<file path="src/rtl/caches_pkg.sv">
// Shared types for the cache-side memory arbiter: word type, arbiter states
// and the width rule for the dcache streak counter.
package caches_pkg;

    typedef logic [31:0] word_t;

    typedef enum logic [2:0] {
        IDLE   = 3'd0,
        GNT_I  = 3'd1,
        GNT_DR = 3'd2,
        GNT_DW = 3'd3,
        RESP   = 3'd4
    } arb_state_t;

    // Counter must be able to hold DSTREAK_MAX itself; never narrower than one bit.
    function automatic int streak_width(input int max_streak);
        return (max_streak < 1) ? 1 : $clog2(max_streak + 1);
    endfunction

endpackage

</file>
<file path="src/rtl/memory_arbiter.sv">
// Single-port RAM arbiter between icache and dcache: dcache-first priority with a
// streak limit for the icache, latched requests, stale detection and wait/done handshakes.
module memory_arbiter
    import caches_pkg::*;
#(
    parameter int DSTREAK_MAX = 4
) (
    input  logic        CLK,
    input  logic        RST,
    input  logic        iREN,
    input  logic [31:0] iaddr,
    output logic [31:0] iload,
    output logic        iwait,
    input  logic        dREN,
    input  logic        dWEN,
    input  logic [31:0] daddr,
    input  logic [31:0] dstore,
    output logic [31:0] dload,
    output logic        dwait,
    output logic        load_done,
    output logic        store_done,
    output logic        ramREN,
    output logic        ramWEN,
    output logic [31:0] ramaddr,
    output logic [31:0] ramstore,
    input  logic [31:0] ramload,
    input  logic        ramready,
    output logic [2:0]  dbg_state
);

    localparam int              SW         = streak_width(DSTREAK_MAX);
    localparam logic [SW-1:0]   STREAK_MAX = SW'(DSTREAK_MAX);

    arb_state_t    state_q;
    arb_state_t    grant_d;
    logic [SW-1:0] streak_q;
    logic          stale_q;
    logic          mismatch;
    logic          stale_d;

    word_t iload_q, dload_q, ramaddr_q, ramstore_q;
    logic  iwait_q, dwait_q, load_done_q, store_done_q, ramren_q, ramwen_q;

    // Winner of an IDLE cycle; the streak limit overrides dcache priority.
    always_comb begin
        grant_d = IDLE;
        if (iREN && (streak_q == STREAK_MAX)) grant_d = GNT_I;
        else if (dWEN)                        grant_d = GNT_DW;
        else if (dREN)                        grant_d = GNT_DR;
        else if (iREN)                        grant_d = GNT_I;
    end

    // ramaddr_q doubles as the latched request address while granted.
    always_comb begin
        mismatch = 1'b0;
        case (state_q)
            GNT_I:   mismatch = !iREN || (iaddr != ramaddr_q);
            GNT_DR:  mismatch = !dREN || (daddr != ramaddr_q);
            GNT_DW:  mismatch = !dWEN || (daddr != ramaddr_q);
            default: mismatch = 1'b0;
        endcase
        stale_d = stale_q | mismatch;
    end

    always_ff @(posedge CLK or posedge RST) begin
        if (RST) begin
            state_q  <= IDLE;
            streak_q <= '0;
            stale_q  <= 1'b0;
        end else begin
            case (state_q)
                IDLE: begin
                    state_q <= grant_d;
                    if (!iREN || (grant_d == GNT_I))
                        streak_q <= '0;
                    else if (((grant_d == GNT_DW) || (grant_d == GNT_DR)) && (streak_q != STREAK_MAX))
                        streak_q <= streak_q + SW'(1);
                end
                GNT_I, GNT_DR, GNT_DW: begin
                    stale_q <= stale_d;
                    if (ramready) state_q <= RESP;
                end
                RESP: begin
                    stale_q <= 1'b0;
                    state_q <= IDLE;
                end
                default: state_q <= IDLE;
            endcase
        end
    end

    always_ff @(posedge CLK or posedge RST) begin
        if (RST) begin
            iload_q      <= '0;
            dload_q      <= '0;
            ramaddr_q    <= '0;
            ramstore_q   <= '0;
            iwait_q      <= 1'b1;
            dwait_q      <= 1'b1;
            load_done_q  <= 1'b0;
            store_done_q <= 1'b0;
            ramren_q     <= 1'b0;
            ramwen_q     <= 1'b0;
        end else begin
            case (state_q)
                IDLE: begin
                    case (grant_d)
                        GNT_I: begin
                            ramren_q  <= 1'b1;
                            ramaddr_q <= iaddr;
                        end
                        GNT_DR: begin
                            ramren_q  <= 1'b1;
                            ramaddr_q <= daddr;
                        end
                        GNT_DW: begin
                            ramwen_q   <= 1'b1;
                            ramaddr_q  <= daddr;
                            ramstore_q <= dstore;
                        end
                        default: ;
                    endcase
                end
                GNT_I, GNT_DR, GNT_DW: begin
                    if (ramready) begin
                        ramren_q <= 1'b0;
                        ramwen_q <= 1'b0;
                        if (state_q == GNT_I)  iload_q <= ramload;
                        if (state_q == GNT_DR) dload_q <= ramload;
                        // A stale request still completes on the RAM but is not acknowledged.
                        if (!stale_d) begin
                            case (state_q)
                                GNT_I:   iwait_q <= 1'b0;
                                GNT_DR: begin
                                    dwait_q     <= 1'b0;
                                    load_done_q <= 1'b1;
                                end
                                default: begin
                                    dwait_q      <= 1'b0;
                                    store_done_q <= 1'b1;
                                end
                            endcase
                        end
                    end
                end
                default: begin
                    iwait_q      <= 1'b1;
                    dwait_q      <= 1'b1;
                    load_done_q  <= 1'b0;
                    store_done_q <= 1'b0;
                end
            endcase
        end
    end

    assign iload      = iload_q;
    assign dload      = dload_q;
    assign iwait      = iwait_q;
    assign dwait      = dwait_q;
    assign load_done  = load_done_q;
    assign store_done = store_done_q;
    assign ramREN     = ramren_q;
    assign ramWEN     = ramwen_q;
    assign ramaddr    = ramaddr_q;
    assign ramstore   = ramstore_q;
    assign dbg_state  = state_q;

endmodule

</file>
<file path="config.mk">
export PLATFORM = sky130hd
export DESIGN_NAME = memory_arbiter
export DESIGN_NICKNAME = d
export VERILOG_FILES = /design/src/rtl/caches_pkg.sv /design/src/rtl/memory_arbiter.sv
export SDC_FILE = /design/constraint.sdc
export NUM_CORES = 1
export LEC_CHECK = 0
export ABC_AREA = 1
export BUFFER_PORTS_ARGS = -buffer_cell sky130_fd_sc_hd__buf_2
export CAP_MARGIN = 30
export CORE_ASPECT_RATIO = 1.75
export CORE_MARGIN = 2
export CORE_UTILIZATION = 50
export CTS_CLUSTER_DIAMETER = 80
export CTS_CLUSTER_SIZE = 40
export DETAILED_ROUTE_END_ITERATION = 10
export PLACE_DENSITY = 0.81
export SYNTH_ARGS = -nofsm -noshare
export SYNTH_HDL_FRONTEND = slang
export SYNTH_SLANG_ARGS = --single-unit
</file>
<file path="constraint.sdc">
create_clock -name CLK -period 4.77 [get_ports CLK]
set_input_delay 0.2385 -clock CLK [delete_from_list [all_inputs] [get_ports CLK]]
set_output_delay 0.2385 -clock CLK [all_outputs]
set_load 0.02 [all_outputs]
</file>
==> impl_metrics.yaml <==
clock_network:
  cts.sinks: 141
  cts_inserted_buffers: 17
  clkTransAtPathRegs_ns: 0.07
  clk_root_buffer_cell: "clkbuf_16"
  cts_tree: "yes"
  h-tree-depth: 4
  holdBufCountCts: 0
  clk_latency_ns: 0.42
  cts.path.max_buffers: 2
  post-cts-setup-buffers: 0
  cts_resized: 0
synthesis:
  synth_seq_area_share_pct: 48.6
  synth_warnings: 0
  syn_area_um2: 7270
  async_flop_share_pct: 100
  synth.top_cell.area_share_pct: 47.9
  synth_top_family_by_area: "simple AND/OR/NAND/NOR gates"
  synth-xor-area-share_pct: 3.74
  synth_fp_nets: 1044
  yosys_register_bits: 141
  ys_top_cells_by_area: "dfrtp_1 (48%), nand2_1 (14%), o21ai_0 (7.5%), inv_1 (6.6%), mux2_2 (4.6%)"
  synth_compound_area_share_pct: 11.6
  synth_edf_count: 0
  yosys.area.top_type: "dfrtp_1"
  synth.avg_cell_area_um2: 8.04
  syn_inst: 904
  synthSimpleGateAreaFrac_pct: 21.4
  synth.area.mux_share_pct: 4.96
  synth-main-ff-cell: "dfrtp_1"
  synthAdderAreaFrac_pct: 1.03
  ys_types: 32
grt:
  grt_use_total_pct: 28.1
  grt_pass1_wl_um: 33200
  grt_max_degree: 102
  grt.overflow.total: 0
  grt_pass1_vias: 7047
  antenna_found_initial: 2
route:
  post-route-drc-count: 0
  wl_per_cell_um: 15.9
  ant_nets: 0
  wl_um: 21700
  vias: 6983
  dr.first_iter.drc_count: 372
  dr.pass1.iters: 4
  viasPerCell: 5.12
cells_and_area:
  layout-drive-gt1-share_pct: 29.8
  layout.nets: 1309
  syn2layout_area_growth_pct: 28.5
  layout.cells.non_filler: 1365
  final_cell_area_um2: 9340
critical_path:
  reg2reg_from: "streak_q[0]$_DFFE_PP0P_"
  critPathKind: "flop to flop"
  r2r-end: "ramaddr[0]$_DFFE_PP0P_"
  start_kind: "flop"
  reg2regPathDepth: 12
  r2r_slack_ns: 1.82
  end_kind: "flop"
  required_ns: 5.03
  critPathArrivalTime_ns: 3.21
  worstPathMaxFanout: 35
timing:
  relSlewSlack_pct: 34.9
  drv_slew: 0
  period_needed_ns: 2.95
  fmax_mhz: 339
  post-route-period-util_pct: 61.9
  setup_violations: 0
  fin_skew_ns: 0.0191
  tns_ns: 0
  worstMarginPinSlew_ns: 0.973
  final-hold-violation-count: 0
  rsz0062_at_grt: "no"
placement:
  dp_hpwl_um: 16900
  dpl-instance-area_um2: 8730
  place_inst: 1329
  portBuffers: 270
  gp_congestion: 1.06
status:
  status: "finished clean"
die:
  fp.dieH_um: 163
  pin_count: 271
  die_area_um2: 15500
  die_x_um: 95.1
  rows: 58
  initial_core_util_pct: 50.8
  coreArea_um2: 14300
power_and_ir_drop:
  peakVddDrop_v: 0.000428
  p_leak_nw: 5.09
  p_total_mw: 6.55
  powerDensity_nw_per_um2: 701
job:
  max_cap_viol_count: 0
worst_hold_path:
  min-delay-path-class: "input pin to async pin"
[how the worst max path moves through the flow]
stage                       startpoint                  endpoint  slack, ns  cells after the start
2_1_floorplan                      RST  dbg_state[0]$_DFFE_PP0P_       0.75                      1
3_3_place_gp   streak_q[0]$_DFFE_PP0P_   ramaddr[13]$_DFFE_PP0P_       2.02                     12
3_5_place_dp   streak_q[0]$_DFFE_PP0P_    ramaddr[1]$_DFFE_PP0P_       1.82                     12
4_1_cts        streak_q[0]$_DFFE_PP0P_    ramaddr[0]$_DFFE_PP0P_       1.85                     12
5_1_grt        streak_q[0]$_DFFE_PP0P_    ramaddr[5]$_DFFE_PP0P_       1.44                     12
6_report       streak_q[0]$_DFFE_PP0P_    ramaddr[0]$_DFFE_PP0P_       1.82                     12
[cell usage after synthesis (all sizes together) (8+ instances only)]
master  count
xor2       14
nand2     274
buf        13
clkbuf     15
xnor2      17
nor3        8
o211ai     27
nor2       70
o21ai     117
mux2       32
dfrtp     139
nand3      16
inv       129
nand4      11
[stage by stage]
step                setup slack [ns]  hold slack [ns]  utilization, %
floorplan                      0.754            0.370               -
global placement                2.02            0.455            61.1
detailed placement              1.82            0.462            61.1
CTS                             1.85           0.0324            65.1
global route                    1.44           0.0350            65.3
finish                          1.82          0.00564            65.3
[critical path, stage by stage, from the launching register on]
cell and delay [ns]:
dfrtp_1 0.35, inv_1 0.07, ha_1 0.20, nand2_1 0.08
nor2_1 0.06, nor3_1 0.36, inv_1 0.13, ha_1 0.29
nor2_4 0.51, buf_4 0.45, nand2_1 0.09, o211ai_1 0.10
o21ai_0 0.11
[report_power, final]
group	switching, mW	internal, mW
combinational	2.03	1.06
sequential	0.412	1.76
clock	0.594	0.699
[registers in the layout (all words and copies together) (netlist names)]
signal and count:
ramREN 1, ramstore 32, dbg_state 3, ramWEN 1
streak_q 3, dwait 1, iload 32, store_done 1
iwait 1, load_done 1, stale_q 1, dload 32
ramaddr 32
[layout by cell type (no fill, tap or decap), types with 4 or more instances in the layout]
cell / instances
buf_2: 270
clkbuf_16: 17
dfrtp_1: 139
ha_1: 6
inv_1: 126
inv_6: 4
inv_8: 5
mux2_2: 30
nand2_1: 271
nand3_1: 16
nand4_1: 11
nor2_1: 66
nor3_1: 6
o211ai_1: 27
o21ai_0: 109
o21ai_1: 8
xnor2_1: 17
xor2_1: 14
[routing by layer]
metal | GRT usage [%] | wire length, µm | part of all wire, % | vias to the layer above
met3 | 7.15 | 1420 | 6.6 | 92
li1 | - | - | - | 3386
met1 | 28.7 | 7410 | 34 | 3237
met2 | 48.0 | 11100 | 51 | 268
met5 | 0 | 0 | 0 | -
met4 | 21.2 | 1710 | 7.9 | 0
[layout make-up]
cell class,instances,area (µm²)
antenna,3,7.51
clock buffer,18,429
clock inverter,14,148
fill,1256,4960
inverter,129,489
multi-input combinational,606,3110
sequential,141,3530
tap,180,225
timing repair buffer,274,1390
[cells by family after synthesis]
| family | count (synthesis) |
|---|---|
| buffers and inverters | 157 |
| AOI/OAI and AO/OA | 152 |
| muxes | 32 |
| xor gates and xnor gates | 31 |
| and+or+nand+nor | 385 |
| adders and majority gates | 6 |
| DFF | 141 |
Power figures use the tool's default switching activity.
